File: src/rtl/mux_pkg.sv
// Shared definitions for the scanning N-to-1 multiplexer family.
package mux_pkg;

    localparam logic MODE_DIRECT = 1'b0;
    localparam logic MODE_SCAN   = 1'b1;

    // Index width for n values, never narrower than one bit.
    function automatic int unsigned clog2_min1(input int unsigned n);
        int unsigned r;
        r = $clog2(n);
        return (r == 0) ? 1 : r;
    endfunction

endpackage

File: src/rtl/mux_tree_nto1.sv
// Combinational N-to-1 select tree: radix-4 levels, one radix-2 level when the
// select width is odd. Unpopulated leaves are tied to zero, so any
// out-of-range select yields zero.
module mux_tree_nto1
    import mux_pkg::*;
#(
    parameter int unsigned NCH = 8,
    parameter int unsigned W = 1,
    localparam int unsigned SELW = clog2_min1(NCH)
) (
    input  logic [NCH*W-1:0] a,
    input  logic [SELW-1:0]  sel,
    output logic [W-1:0]     y
);

    localparam int unsigned P    = 32'd1 << SELW;
    localparam int unsigned N4   = SELW / 2;
    localparam int unsigned N2   = SELW % 2;
    localparam int unsigned NLVL = N4 + N2;

    logic [W-1:0] node [0:NLVL][0:P-1];

    // Leaf level, padded to a power of two with zeros.
    for (genvar i = 0; i < P; i++) begin : g_leaf
        if (i < NCH) begin : g_in
            assign node[0][i] = a[i*W +: W];
        end else begin : g_pad
            assign node[0][i] = '0;
        end
    end

    for (genvar l = 1; l <= N4; l++) begin : g_l4
        localparam int unsigned CNT = P >> (2 * l);
        for (genvar j = 0; j < P; j++) begin : g_n
            if (j < CNT) begin : g_mux
                logic [1:0] s;
                assign s = sel[2*(l-1) +: 2];
                assign node[l][j] = s[1] ? (s[0] ? node[l-1][4*j+3] : node[l-1][4*j+2])
                                         : (s[0] ? node[l-1][4*j+1] : node[l-1][4*j]);
            end else begin : g_zero
                assign node[l][j] = '0;
            end
        end
    end

    if (N2 == 1) begin : g_l2
        for (genvar j = 0; j < P; j++) begin : g_n
            if (j == 0) begin : g_mux
                assign node[NLVL][0] = sel[SELW-1] ? node[NLVL-1][1] : node[NLVL-1][0];
            end else begin : g_zero
                assign node[NLVL][j] = '0;
            end
        end
    end

    assign y = node[NLVL][0];

endmodule

File: src/rtl/mux_scan_nto1.sv
// N-to-1 channel multiplexer with registered output and an optional scan mode
// that dwells DWELL enabled cycles on each channel in turn.
module mux_scan_nto1
    import mux_pkg::*;
#(
    parameter int unsigned NCH = 8,
    parameter int unsigned W = 1,
    parameter int unsigned DWELL = 4,
    localparam int unsigned SELW = clog2_min1(NCH)
) (
    input  logic             clk,
    input  logic             rst_n,
    input  logic [NCH*W-1:0] a,
    input  logic [SELW-1:0]  sel,
    input  logic             mode,
    input  logic             en,
    output logic [W-1:0]     y,
    output logic [SELW-1:0]  y_ch,
    output logic             y_valid
);

    localparam int unsigned     DCW     = clog2_min1(DWELL + 1);
    localparam logic [SELW-1:0] LAST_CH = SELW'(NCH - 1);
    localparam logic [DCW-1:0]  LAST_DW = DCW'(DWELL - 1);

    logic [SELW-1:0] scan_ch, scan_ch_nx, cur_c;
    logic [DCW-1:0]  dwell_cnt, dwell_cnt_nx;
    logic [W-1:0]    tree_y;
    logic            legal_c;

    assign cur_c = (mode == MODE_SCAN) ? scan_ch : sel;

    // Only a non-power-of-two channel count can produce an illegal index.
    if (NCH == (32'd1 << SELW)) begin : g_full
        assign legal_c = 1'b1;
    end else begin : g_part
        localparam logic [SELW-1:0] NCH_S = SELW'(NCH);
        assign legal_c = (cur_c < NCH_S);
    end

    mux_tree_nto1 #(
        .NCH (NCH),
        .W   (W)
    ) u_tree (
        .a   (a),
        .sel (cur_c),
        .y   (tree_y)
    );

    // Scan sequencing; leaving scan mode always restarts at channel 0.
    always_comb begin
        scan_ch_nx   = scan_ch;
        dwell_cnt_nx = dwell_cnt;
        if (mode != MODE_SCAN) begin
            scan_ch_nx   = '0;
            dwell_cnt_nx = '0;
        end else if (en) begin
            if (dwell_cnt == LAST_DW) begin
                dwell_cnt_nx = '0;
                scan_ch_nx   = (scan_ch == LAST_CH) ? '0 : scan_ch + SELW'(1);
            end else begin
                dwell_cnt_nx = dwell_cnt + DCW'(1);
            end
        end
    end

    always_ff @(posedge clk or negedge rst_n) begin
        if (!rst_n) begin
            scan_ch   <= '0;
            dwell_cnt <= '0;
            y         <= '0;
            y_ch      <= '0;
            y_valid   <= 1'b0;
        end else begin
            scan_ch   <= scan_ch_nx;
            dwell_cnt <= dwell_cnt_nx;
            if (en) begin
                y       <= tree_y;
                y_ch    <= cur_c;
                y_valid <= legal_c;
            end else begin
                y_valid <= 1'b0;
            end
        end
    end

endmodule

File: config.mk
export PLATFORM = sky130hd
export DESIGN_NAME = mux_scan_nto1
export DESIGN_NICKNAME = d
export VERILOG_FILES = /design/src/rtl/mux_pkg.sv /design/src/rtl/mux_tree_nto1.sv /design/src/rtl/mux_scan_nto1.sv
export SDC_FILE = /design/constraint.sdc
export NUM_CORES = 1
export LEC_CHECK = 0
export ABC_CLOCK_PERIOD_IN_PS = 3400
export CORE_UTILIZATION = 46
export CTS_CLUSTER_SIZE = 8
export DETAILED_ROUTE_END_ITERATION = 8
export GPL_ROUTABILITY_DRIVEN = 0
export PLACE_DENSITY_LB_ADDON = 0.1
export SLEW_MARGIN = 20
export SYNTH_ARGS = -nofsm -noshare
export SYNTH_HDL_FRONTEND = slang
export SYNTH_HIERARCHICAL = 1
export SYNTH_SLANG_ARGS = --single-unit
File: constraint.sdc
create_clock -name clk -period 3.4 [get_ports clk]
set_clock_uncertainty 0.1 [all_clocks]
set_input_delay 0.51 -clock clk [delete_from_list [all_inputs] [get_ports clk]]
set_output_delay 0.51 -clock clk [all_outputs]
set_load 0.005 [all_outputs]
==> metrics.md <==
| Metric | Value |
|---|---|
| First-pass GRT wire length | approximately 1800 um |
| DRT iter0 DRCs | 4 |
| Reg clk slew, reported paths | around 0.070 ns |
| Leak | 0.397 nW |
| Die extent in x | around 38 um |
| Worst-Margin Slew | slightly below 0.5 ns |
| Row count | 12 |
| Max-slew violations | 0 |
| CORE AREA | roughly 1200 um2 |
| Cell area after synthesis | approximately 610 um2 |
| Xor/xnor cell area share of the yosys netlist | 0% |
| Layout area overhead | 36.4% |
| Max FO, Critical Path | 4 |
| Post-cts gate resize count | 0 |
| Die area | 1480 um2 |
| Critical Path RT | around 3.5 ns |
| H-Tree Level Count | 1 |
| Avg WL per Cell | ~13 um |
| Pwr Total | roughly 0.29 mW |
| Largest net degree at the start of global routing | 12 |
| Synth Area in Compound Gates | 8.79% |
| Register area share after synthesis | around 45% |
| Int Pwr | between 0.2 and 0.25 mW |
| Combinational cell fraction of total power | between 20% and 30% |
| Synthesized net count | 66 |
| WP data arrival | around 2.4 ns |
| Num ports | 20 |
| Max_slew headroom | 67.5% |
| Unrepaired setup endpoints after global routing | false |
| Final non-filler cell total | 84 |
| Area contributors post-synth | dfrtp_1, mux4_1, ha_1, mux2_2, mux2_4 |
| Sw Ratio | 22.3% |
| Remaining antenna violation count | 0 |
| Routed vias | between 400 and 500 |
| Max Clk Rate | 428 MHz |
| Initial antenna violation count | 0 |
| Port Buffers | 19 |
| Main combinational cell family by area after synthesis | multiplexers |
| Pre-Repair DR Iteration Count | 4 |
| Status | completed |
| Placed cell count | 80 |
| CTS max path bufs | 2 |
| Max-cap viol count | 0 |
| Starting Density | between 50% and 60% |
| Clock share of power | 29.9% |
| Setup violators final | 0 |
| Distinct cells, synth | 22 |
| Fill count | 94 |
| Design area | approximately 830 um2 |
| CTS Buf Count | 3 |
| WS Path Type | primary input to flop |
| CTS tree | yes |
| Vias per cell | 5.24 |
| VDD IR-drop max | just under 200 uV |
| Yosys Warn Count | 6 |
| Antenna diode count | 0 |
| DRT Wirelength | 1080 um |
| GR Util All Layers | a little under a fifth |
| Multiplexer share of the synthesized area | approximately 21% |
| Critical Path Sink Type | flop |
| Reg power frac | 49.7% |
| Clock insertion delay at the later pin of the skew report | roughly 0.26 ns |
| TNS Setup | 0 ns |
| Post-route DRC | 0 |
| P_sw | about 0.064 mW |
| Post-CTS Setup Inserts | 0 |
| GRT overflow | 0 |
| Chip height | around 38 um |
| Hold Fails Final Rpt | 0 |
| Final Cycle Share | between 60 and 70% |
| Post-synthesis adder-cell area fraction | 6.13% |
| Avg Cell Area, Syn | 12.7 um2 |
| Synth Instances | 48 |
| #FFs+latches synth | 11 |
| Hold Crit Class | flop to flop |
| Fin crit period | ~2.3 ns |
| Dpl cell area | a little over 800 um2 |
| Post-synthesis simple-gate area fraction | between 10% and 20% |
| Sink Count | 11 |
| Vias in the first global route | between 400 and 500 |
| Final #Nets | between 80 and 90 |
| Crit path launch type | primary input |
| Synth top area share | about 45% |
| Post-CTS Hold Buffers | 0 |
| Layout cells sized above 1 | between 20% and 30% |
| Pwr dens | about 350 nW/um2 |
| Hpwl dp | about 890 um |
| Clock tree root buffer cell | clkbuf_4 |
| Leading area contributor after synthesis | dfrtp_1 |
==> power by group through the flow <==
stage                     sequential (mW)  clock (mW)  combinational (mW)
after floorplan                     0.145           0              0.0259
after global placement              0.145           0              0.0590
after detailed placement            0.145           0              0.0598
after CTS                           0.143      0.0903              0.0600
after global routing                0.144      0.0975              0.0632
final                               0.143      0.0860              0.0589
==> layout by cell type, fill, tap and decap left out, drive strengths merged <==
master and n:
a21oi 1, and3b 1, buf 1, clkbuf 4, clkdlybuf4s50 19, dfrtp 11, ha 3, inv 3
mux2 5, mux2i 1, mux4 2, nand2 5, nand3 2, nor2b 3, nor3b 2, o21a 1
o21ai 6
==> path summary, 6_finish.rpt <==
path	startpoint	to	slack, ns	depth (start not counted)
max	mode	y	1.06	6
min	y_ch[1]	y_ch[1]	0.41	1
max reg2reg	scan_ch[0]	y	1.48	5
min reg2reg	y_ch[1]	y_ch[1]	0.41	1
max in group asynchronous	rst_n	dwell_cnt[1]	2.39	1
min in group asynchronous	rst_n	y	0.47	1
==> metal layers <==
layer	part of all wire (%)	global-route usage [%]	vias up	wire (um)
met4	0.65	7.76	0	7
li1	-	-	214	-
met2	50	31.4	15	539
met1	45	23.6	209	487
met3	4.3	5.23	2	47
met5	0	0	-	0
==> Yosys cell counts (all sizes together) <==
| library cell | count |
|---|---|
| dfrtp | 11 |
| o21ai | 6 |
| mux2 | 5 |
| nand2 | 5 |
| ha | 3 |
| inv | 3 |
| nor2b | 3 |
| buf | 2 |
| mux4 | 2 |
| nand3 | 2 |
| nor3b | 2 |
| a21oi | 1 |
| and3b | 1 |
| mux2i | 1 |
| o21a | 1 |
==> area by class of cell <==
cell class              count  area [um2]  share of cell area (%)
multi-input cells          32         307                    36.7
repair buffers             20         198                    23.7
well taps                  14        17.5                    2.10
clock buffers               4        26.3                    3.15
flip-flops and latches     11         275                    33.0
inverters                   3        11.3                    1.35
==> state kept, by name (all words and copies together), names as in the netlist <==
name       flops
y              1
dwell_cnt      3
y_ch           3
scan_ch        3
y_valid        1
==> stage by stage <==
stage / utilization (%) / setup slack [ns] / hold slack (ns)
5_1_grt: 71.3 / 1.03 / 0.432
2_1_floorplan: - / 1.36 / 0.114
3_3_place_gp: 69.0 / 0.855 / 0.393
6_report: 71.3 / 1.06 / 0.411
3_5_place_dp: 69.0 / 0.782 / 0.396
4_1_cts: 71.3 / 1.07 / 0.418
==> logic make-up after synthesis <==
kind of cell | after synthesis
multiplexers | 8
buffers and inverters | 5
adder cells (fa/ha/maj) | 3
AO/OA/AOI/OAI | 8
flip-flops | 11
AND/OR/NAND/NOR | 13
==> critical path, cell delays in order <==
cell,delay [ns]
clkdlybuf4s50_1,0.58
nand2_2,0.08
o21ai_2,0.10
mux4_1,0.59
mux2_2,0.27
mux2_2,0.26
(Power assumes the default switching activity.)
